--- src/rtl/reg_scoreboard.sv ---
`default_nettype none
// ============================================================================
// Module   : reg_scoreboard
// Purpose  : Issue-side hazard controller for the 32x32-bit register file.
//            Keeps a small counter of in-flight writes per destination
//            register and blocks issue while a source register has an
//            outstanding write (RAW) or while the destination counter is
//            already full (SAT). Counters are released by write-back,
//            including writes that the register file later suppresses.
//
// Ports    :
//   Clk          in   clock, all state updates on rising edge
//   Rst_n        in   synchronous active-low reset (highest priority)
//   Run          in   global run enable; low freezes all state
//   Flush        in   clear every outstanding-write counter
//   Issue_Valid  in   instruction presented for issue
//   Issue_Rs/Rt  in   source registers A/B
//   Issue_UseRs  in   instruction reads Rs
//   Issue_UseRt  in   instruction reads Rt
//   Issue_WrEn   in   instruction writes a register
//   Issue_Rw     in   resolved destination register
//   Wb_Valid     in   a write-back retires this cycle
//   Wb_Rw        in   retiring destination register
//   Stall        out  issue blocked this cycle (combinational)
//   Busy         out  bit i set while register i has outstanding writes
//   Idle         out  no outstanding writes anywhere
//   Err          out  sticky: write-back retired an untracked register
//
// Revision : 1.0  initial release
// ============================================================================
module reg_scoreboard #(
    parameter int CNT_W = 2,
    parameter int NREG  = 32
) (
    input  logic            Clk,
    input  logic            Rst_n,
    input  logic            Run,
    input  logic            Flush,
    input  logic            Issue_Valid,
    input  logic [4:0]      Issue_Rs,
    input  logic [4:0]      Issue_Rt,
    input  logic            Issue_UseRs,
    input  logic            Issue_UseRt,
    input  logic            Issue_WrEn,
    input  logic [4:0]      Issue_Rw,
    input  logic            Wb_Valid,
    input  logic [4:0]      Wb_Rw,
    output logic            Stall,
    output logic [NREG-1:0] Busy,
    output logic            Idle,
    output logic            Err
);

    localparam logic [CNT_W-1:0] c_CNT_MAX  = {CNT_W{1'b1}};
    localparam logic [CNT_W-1:0] c_CNT_ONE  = {{(CNT_W-1){1'b0}}, 1'b1};
    localparam logic [CNT_W-1:0] c_CNT_ZERO = '0;
    localparam logic [4:0]       c_R0       = 5'd0;

    // ------------------------------------------------------------------
    // State
    // ------------------------------------------------------------------
    // Entry 0 is reset to zero and never updated, so register 0 always
    // reads as free and never produces a hazard.
    logic [CNT_W-1:0] r_cnt [NREG];
    logic             r_err;

    // ------------------------------------------------------------------
    // Hazard detection (pre-edge counters only: a write-back in the same
    // cycle does not unblock issue)
    // ------------------------------------------------------------------
    logic w_raw_rs;
    logic w_raw_rt;
    logic w_sat;
    logic w_stall;
    logic w_accept;

    always_comb begin
        w_raw_rs = Issue_UseRs && (Issue_Rs != c_R0) && (r_cnt[Issue_Rs] != c_CNT_ZERO);
        w_raw_rt = Issue_UseRt && (Issue_Rt != c_R0) && (r_cnt[Issue_Rt] != c_CNT_ZERO);
        // A full counter cannot take another write; stalling here is what
        // keeps the counter from ever wrapping.
        w_sat    = Issue_WrEn && (Issue_Rw != c_R0) && (r_cnt[Issue_Rw] == c_CNT_MAX);
        w_stall  = Flush || !Run || (Issue_Valid && (w_raw_rs || w_raw_rt || w_sat));
        w_accept = Run && !Flush && Issue_Valid && !w_stall;
    end

    assign Stall = w_stall;

    // ------------------------------------------------------------------
    // Per-register increment / decrement requests
    // ------------------------------------------------------------------
    logic            w_inc_en;
    logic            w_wb_live;
    logic            w_dec_en;
    logic            w_err_set;
    logic [NREG-1:0] w_inc_vec;
    logic [NREG-1:0] w_dec_vec;

    always_comb begin
        w_inc_en  = w_accept && Issue_WrEn && (Issue_Rw != c_R0);
        w_wb_live = Run && !Flush && Wb_Valid && (Wb_Rw != c_R0);
        // Underflow is turned into an error flag instead of a decrement.
        w_dec_en  = w_wb_live && (r_cnt[Wb_Rw] != c_CNT_ZERO);
        w_err_set = w_wb_live && (r_cnt[Wb_Rw] == c_CNT_ZERO);

        w_inc_vec = '0;
        w_dec_vec = '0;
        if (w_inc_en) begin
            w_inc_vec[Issue_Rw] = 1'b1;
        end
        if (w_dec_en) begin
            w_dec_vec[Wb_Rw] = 1'b1;
        end
    end

    // ------------------------------------------------------------------
    // Counter update. Priority: reset, flush, run-freeze, then the
    // increment/decrement pair. A simultaneous increment and decrement of
    // the same register cancel out.
    // ------------------------------------------------------------------
    always_ff @(posedge Clk) begin
        if (!Rst_n) begin
            for (int i = 0; i < NREG; i++) begin
                r_cnt[i] <= c_CNT_ZERO;
            end
        end else if (Flush) begin
            for (int i = 0; i < NREG; i++) begin
                r_cnt[i] <= c_CNT_ZERO;
            end
        end else if (Run) begin
            for (int i = 1; i < NREG; i++) begin
                case ({w_inc_vec[i], w_dec_vec[i]})
                    2'b10:   r_cnt[i] <= r_cnt[i] + c_CNT_ONE;
                    2'b01:   r_cnt[i] <= r_cnt[i] - c_CNT_ONE;
                    default: r_cnt[i] <= r_cnt[i];
                endcase
            end
        end
    end

    // Sticky error: only reset clears it; flush leaves it alone.
    always_ff @(posedge Clk) begin
        if (!Rst_n) begin
            r_err <= 1'b0;
        end else if (w_err_set) begin
            r_err <= 1'b1;
        end
    end

    assign Err = r_err;

    // ------------------------------------------------------------------
    // Status outputs, derived from registered counters only
    // ------------------------------------------------------------------
    generate
        for (genvar g = 0; g < NREG; g++) begin : g_busy
            assign Busy[g] = (r_cnt[g] != c_CNT_ZERO);
        end
    endgenerate

    assign Idle = ~|Busy;

endmodule
`default_nettype wire
--- config.mk ---
export PLATFORM = sky130hd
export DESIGN_NAME = reg_scoreboard
export DESIGN_NICKNAME = d
export VERILOG_FILES = /design/src/rtl/reg_scoreboard.sv
export SDC_FILE = /design/constraint.sdc
export NUM_CORES = 1
export LEC_CHECK = 0
export CAP_MARGIN = 20
export CORE_MARGIN = 1.5
export CORE_UTILIZATION = 45
export CTS_CLUSTER_SIZE = 10
export DETAILED_ROUTE_END_ITERATION = 8
export PLACE_DENSITY = 0.67
export SLEW_MARGIN = 20
export SYNTH_ARGS = -nofsm -noshare
export SYNTH_HDL_FRONTEND = slang
export SYNTH_SLANG_ARGS = --single-unit
--- constraint.sdc ---
create_clock -name Clk -period 3.4 [get_ports Clk]
set_clock_uncertainty 0.05 [all_clocks]
set_input_delay 0.34 -clock Clk [delete_from_list [all_inputs] [get_ports Clk]]
set_output_delay 0.34 -clock Clk [all_outputs]
set_load 0.02 [all_outputs]
==> impl_metrics.tcl, run 1 <==
set metrics [dict create \
    outcome "finished clean" \
    synth_area_leader_cell "edfxtp_1" \
    intPower_mw 1.76 \
    cts_tree "done" \
    portBuffers 62 \
    r2r_cells 16 \
    antenna_found_initial 0 \
    fin_crit_sh 0.976 \
    grt_max_degree 63 \
    met1_usage 0.392 \
    synth_compound_area_frac 0.102 \
    tightest_slew_ps 731 \
    diodes 0 \
    core-area_um2 15900 \
    overflow 0 \
    max_stage_delay_ps 440 \
    busiest_layer "met2" \
    yosys-top-cells-area "edfxtp_1 25%, ha_1 14%, nor2_1 7.8%" \
    dieArea_um2 17000 \
    cpLargestDelayFamily "multiplexers" \
    gp_congestion 0.985 \
    met2_usage 0.483 \
    hold_depth 2 \
    async_flop_share 0 \
    synthXorXnorAreaFrac 0.0168 \
    clk_pin_slew_worst_paths_ps 60 \
    drive_gt1_frac 0.293 \
    post-dp-hpwl_mm 19.3 \
    grt_use_met3 0.0721 \
    synthToLayoutAreaGrowth_pct 37.1 \
    die_h_um 130 \
    synthCells 878 \
    reg2reg_to "r_cnt[24][1]$_SDFFCE_PN0P_" \
    synth-edff-count 62 \
    drc 0 \
    whs_ps 470 \
    synth_top_family_by_area "simple AND/OR/NAND/NOR gates" \
    dr.pass1.iters 6 \
    switching_power_mw 0.831 \
    wl_mm 25.1 \
    synthSimpleGateAreaFrac 0.299 \
    syn_nets 986 \
    cts_sinks 63 \
    yosys.area.top_type_share 0.255 \
    final_common_cell "buf_4" \
    synthMuxAreaShare 0.112 \
    cpMaxStageDelayCell "mux4_2" \
    hp-class "reg -> reg" \
    peakVddDrop_mv 0.253 \
    finalCriticalPeriod_ps 3320 \
    yosysSeqAreaShare 0.257 \
    grt_pass1_wl_mm 38.0 \
    final-setup-viol-count 0 \
    cp_common_cell "buf_4" \
    dp_cells 1282 \
    ys_seq_elements 63 \
    detailedPlace.worstSlack_ps -360 \
    path_max_fanout 8 \
    max-cap-violations 0 \
    fill_cells 1351 \
    seqPwrFrac 0.360 \
    rsz0062_at_grt "true" \
    slew_headroom 0.513 \
    cts-htree-levels 3 \
    reg2reg_setup_slack_ps 80 \
    ant_nets 0 \
    syn_area_um2 7310 \
    r2r_start "r_cnt[20][1]$_SDFFCE_PN0P_" \
    layout_common_cells "174 x buf_4, 136 x nor2_1, 78 x ha_1, 77 x nor3_1, 67 x inv_1" \
    hold_viol 0 \
    swShare 0.320 \
    fmax_ghz 0.301 \
    ys_types 73 \
    initial_core_util 0.460 \
    fin_area_um2 10000 \
    hold_end "Err$_SDFFE_PN0P_" \
    ys.flop_type "edfxtp_1" \
    arrival_ps 3340 \
    cts_buffer_depth 2 \
    clockPowerShare 0.320 \
    synth_fa_ha_area_frac 0.135 \
    syn_avg_cell_area_um2 8.33 \
    yosys_warnings 0 \
    vias_per_cell 5.79 \
    pin_count 64 \
    fin_nets 1190 \
    pwr-share-comb 0.321 \
    die_w_um 130 \
    hold_start "Err$_SDFFE_PN0P_" \
    clockRootBuffer "clkbuf_16" \
    p_leak_nw 3.95 \
    worst_slack_ps 80.5 \
    end_kind "flop" \
    grt_use_total 0.298 \
    placementRows 46 \
    worstPathRequired_ps 3420 \
    wl_per_cell_um 19.3 \
    cts_inserted_buffers 9 \
    start_kind "flop" \
    power.density_nw_per_um2 259 \
    maxSlewViolCount 0 \
    clock_latency_ps 350 \
    worstSetupPathType "reg -> reg" \
    startpoint "r_cnt[20][1]$_SDFFCE_PN0P_" \
    cp.buffers_inverters 4 \
    fin_cells 1302 \
    num_vias 7533 \
    drt_iter0_drc 637 \
    dpl_cell_area_um2 9290 \
    grt_pass1_vias 7092 \
    crit_chain "nor2_1 -> buf_4 -> buf_4 -> mux4_2 -> mux2_2 -> o32a_1 -> nor3b_4 -> nand4_4 -> buf_12 -> nor2_2 -> ha_1 -> buf_4 -> nor2_2 -> nor3_1 -> a21oi_1 -> nor2_1" \
]
layer usage:
layer,wire length [µm],up-vias
met4,962,0
met5,0,-
li1,-,3506
met1,10300,3581
met3,2410,67
met2,11400,379
flip-flops by register name (all words and copies together) (netlist names):
register / count
r_cnt: 62
Err: 1
worst max path at each step:
stage | cells after the start | slack [ps] | endpoint
6_report | 16 | 80 | r_cnt[24][1]$_SDFFCE_PN0P_
4_1_cts | 12 | 2 | r_cnt[7][1]$_SDFFCE_PN0P_
2_1_floorplan | 10 | 130 | r_cnt[31][0]$_SDFFCE_PN0P_
3_5_place_dp | 11 | -360 | r_cnt[31][1]$_SDFFCE_PN0P_
5_1_grt | 19 | -50 | r_cnt[24][1]$_SDFFCE_PN0P_
3_3_place_gp | 10 | -330 | r_cnt[30][1]$_SDFFCE_PN0P_
kinds of logic (layout without fill, tap and decap cells):
kind of cell,after synthesis,in the layout
other,1,1
DFF,63,63
and+or+nand+nor,436,436
adders and majority gates,79,79
xor gates and xnor gates,14,14
buffers and inverters,122,330
muxes,59,59
AOI/OAI and AO/OA,104,104
through the flow:
step            util  power, mW  TNS, ps
6_report       0.631       2.59        0
5_1_grt        0.631       2.69     -260
4_1_cts        0.602       2.54        0
3_5_place_dp   0.585       1.71   -30870
3_3_place_gp   0.585       1.70   -26660
2_1_floorplan      -       1.34        0
synth_stat cells (3+ instances only):
master / instances
or4_1: 3
xnor2_1: 14
nand4_1: 6
clkbuf_1: 23
nor2_2: 4
nand2b_1: 3
buf_4: 3
buf_6: 9
or2_2: 3
o32ai_1: 3
o21ai_0: 7
nor3b_1: 5
or2_1: 31
nand3b_1: 9
mux4_2: 15
and3_1: 5
nand3_1: 10
nand2_1: 64
edfxtp_1: 62
a21oi_1: 27
nor4b_1: 3
mux2_2: 18
and2_1: 27
o31ai_1: 31
a22oi_1: 4
mux2i_1: 24
nor2b_1: 12
buf_2: 9
nor4_1: 3
inv_1: 68
nor2_1: 151
nor3_1: 82
o2111ai_1: 3
buf_1: 6
nand4_2: 3
a211oi_1: 5
ha_1: 79
worst register-to-register path, delay by kind of cell, from the launching register on:
| family | cells | cell delay (ps) |
|---|---|---|
| AOI/OAI and AO/OA | 2 | 440 |
| adders and majority gates | 1 | 340 |
| buffers and inverters | 4 | 590 |
| DFF | 1 | 350 |
| muxes | 2 | 700 |
| and+or+nand+nor | 7 | 580 |
what timing repair did:
| item | CTS | global route |
|---|---|---|
| gates cloned | 0 | 1 |
| setup endpoints to repair | 10 | 116 |
| pin swaps | 0 | 10 |
| setup buffers | 0 | 4 |
| hold buffers | 0 | 0 |
| gates resized for setup | 8 | 89 |
area by class of cell:
type                       count  area [µm²]  area share
clock buffer                  12         236      0.0236
clock inverter                 3        11.3     0.00112
inverter                      71         269      0.0269
multi-input combinational    693        5290       0.528
sequential                    63        1880       0.188
tap                          216         270      0.0270
timing repair buffer         244        2060       0.206
power by group through the flow:
stage               clock network [mW]  logic (mW)  registers [mW]
floorplan                            0       0.397           0.946
global placement                     0       0.762           0.941
detailed placement                   0       0.766           0.943
CTS                              0.836       0.772           0.928
global route                     0.865       0.887           0.936
finish                           0.829       0.832           0.932
(Power assumes the default switching activity.)
==> run 2, diff against run 1 <==
Settings changed: CORE_ASPECT_RATIO set to 1.25.
==> run 2 against run 1 <==
The run now ends with negative setup slack left. Routed wire length is 1.2% higher. Clock-buffer cell count decreased by 2. Die area hardly changed. Final area rose by 2.3%. Hold slack worse by 5.5 ps. Register-to-register slack lost 100 ps. Setup slack got worse by 100 ps. Via count up 1.1%. Clock power is 11% higher.
==> impl_metrics.tcl, run 2 (same netlist as run 1, synthesis figures left out) <==
set metrics [dict create \
    outcome "finished with violations" \
    violations "negative setup slack" \
    cts_hold_buffers 0 \
    regMostFlops "r_cnt" \
    final-setup-viol-count 19 \
    grt_pass1_wl_mm 38.1 \
    ant_nets 0 \
    cts_tree "done" \
    arrival_ps 3380 \
    end_kind "flop" \
    r2r_cells 12 \
    fill_cells 1318 \
    tightest_slew_ps 687 \
    vias_per_cell 5.80 \
    maxSlewViolCount 0 \
    cts_inserted_buffers 9 \
    layout_common_cells "180 x buf_4, 129 x nor2_1, 74 x nor3_1, 71 x ha_1, 68 x inv_1" \
    cts-htree-levels 3 \
    reg2reg_to "r_cnt[11][0]$_SDFFCE_PN0P_" \
    num_vias 7619 \
    wl_per_cell_um 19.3 \
    start_kind "flop" \
    rsz0062_at_grt "true" \
    clk_pin_slew_worst_paths_ps 60 \
    clock_latency_ps 350 \
    clockRootBuffer "clkbuf_16" \
    fin_area_um2 10200 \
    drc 0 \
    power.density_nw_per_um2 264 \
    post-dp-hpwl_mm 19.2 \
    dp_cells 1286 \
    tns_ps -233 \
    synthToLayoutAreaGrowth_pct 40.2 \
    placementRows 51 \
    max-cap-violations 0 \
    dpl_cell_area_um2 9380 \
    drive_gt1_frac 0.317 \
    worst_slack_ps -19.9 \
    grt_use_total 0.297 \
    fmax_ghz 0.292 \
    portBuffers 62 \
    hp-class "reg -> reg" \
    hold_end "Err$_SDFFE_PN0P_" \
    die_w_um 117 \
    hold_start "Err$_SDFFE_PN0P_" \
    fin_nets 1206 \
    worstPathRequired_ps 3360 \
    reg2reg_setup_slack_ps -20 \
    grt_max_degree 53 \
    final_common_cell "buf_4" \
    dieArea_um2 17000 \
    initial_core_util 0.464 \
    pin_count 64 \
    detailedPlace.worstSlack_ps -488 \
    regArea_um2 1880 \
    hold_depth 2 \
    fin_cells 1314 \
    largest_reg_flops 62 \
    path_max_fanout 4 \
    grt_pass1_vias 7204 \
    fin_crit_sh 1.01 \
    dr.pass1.iters 7 \
    antenna_found_initial 0 \
    hold_viol 0 \
    cts_sinks 63 \
    drt_iter0_drc 683 \
    diodes 0 \
    die_h_um 145 \
    peakVddDrop_mv 0.254 \
    finalCriticalPeriod_ps 3420 \
    core-area_um2 15800 \
    p_leak_nw 4.05 \
    multi_input_area_um2 5320 \
    cts_buffer_depth 2 \
    gp_congestion 0.964 \
    worstSetupPathType "reg -> reg" \
    r2r_start "r_cnt[27][1]$_SDFFCE_PN0P_" \
    wl_mm 25.4 \
    overflow 0 \
    slew_headroom 0.542 \
]
run 2: layout make-up:
class	count	area share
Clock buffer	10	0.0223
Sequential cell	63	0.184
Multi-Input combinational cell	693	0.519
Clock inverter	5	0.00488
Tap cell	212	0.0259
Inverter	71	0.0262
Timing Repair Buffer	260	0.218
run 2: worst max-delay path by stage:
stage / startpoint / end / slack (ps) / cells after the start
final: r_cnt[27][1]$_SDFFCE_PN0P_ / r_cnt[11][0]$_SDFFCE_PN0P_ / -20 / 12
after detailed placement: Wb_Rw[0] / r_cnt[16][1]$_SDFFCE_PN0P_ / -490 / 11
after global routing: r_cnt[27][1]$_SDFFCE_PN0P_ / r_cnt[29][1]$_SDFFCE_PN0P_ / -150 / 15
after CTS: Issue_Rt[1] / r_cnt[17][1]$_SDFFCE_PN0P_ / -30 / 17
after floorplan: r_cnt[24][0]$_SDFFCE_PN0P_ / r_cnt[31][0]$_SDFFCE_PN0P_ / 130 / 10
after global placement: Wb_Rw[0] / r_cnt[16][0]$_SDFFCE_PN0P_ / -480 / 11
run 2: metal layers:
| layer | global-route usage | share of wire | up-vias |
|---|---|---|---|
| met5 | 0 | 0 | - |
| met4 | 0.145 | 0.051 | 0 |
| met3 | 0.0787 | 0.080 | 81 |
| met2 | 0.482 | 0.47 | 347 |
| met1 | 0.360 | 0.39 | 3640 |
| li1 | - | - | 3551 |
run 2: critical path, cell delays in order, from the launching register on:
cell and delay, ps:
edfxtp_1 460, nor2_4 150, inv_1 60, mux4_2 490, o211ai_2 200, nand2_2 90, nor4b_4 330, buf_6 190
nand4b_2 160, buf_4 200, nor2_1 100, ha_1 240, o31ai_1 360
run 2: repair_timing:
action / CTS / global route
endpoints found under the hold margin: 0 / 0
gates resized for setup: 29 / 89
buffers inserted: 1 / 20
setup endpoints to repair: 63 / 125
pin swaps: 0 / 28
cloned: 0 / 0
run 2: stage by stage:
step	utilization	power (mW)	hold slack, ps
global placement	0.595	1.71	431
finish	0.650	2.71	464
global route	0.650	2.79	549
detailed placement	0.595	1.71	452
CTS	0.622	2.64	463
floorplan	-	1.34	418
run 2: report_power, final:
part | switching (mW) | internal (mW)
Combinational | 0.456 | 0.399
Clock | 0.365 | 0.557
Sequential | 0.0354 | 0.896
Total | 0.857 | 1.85
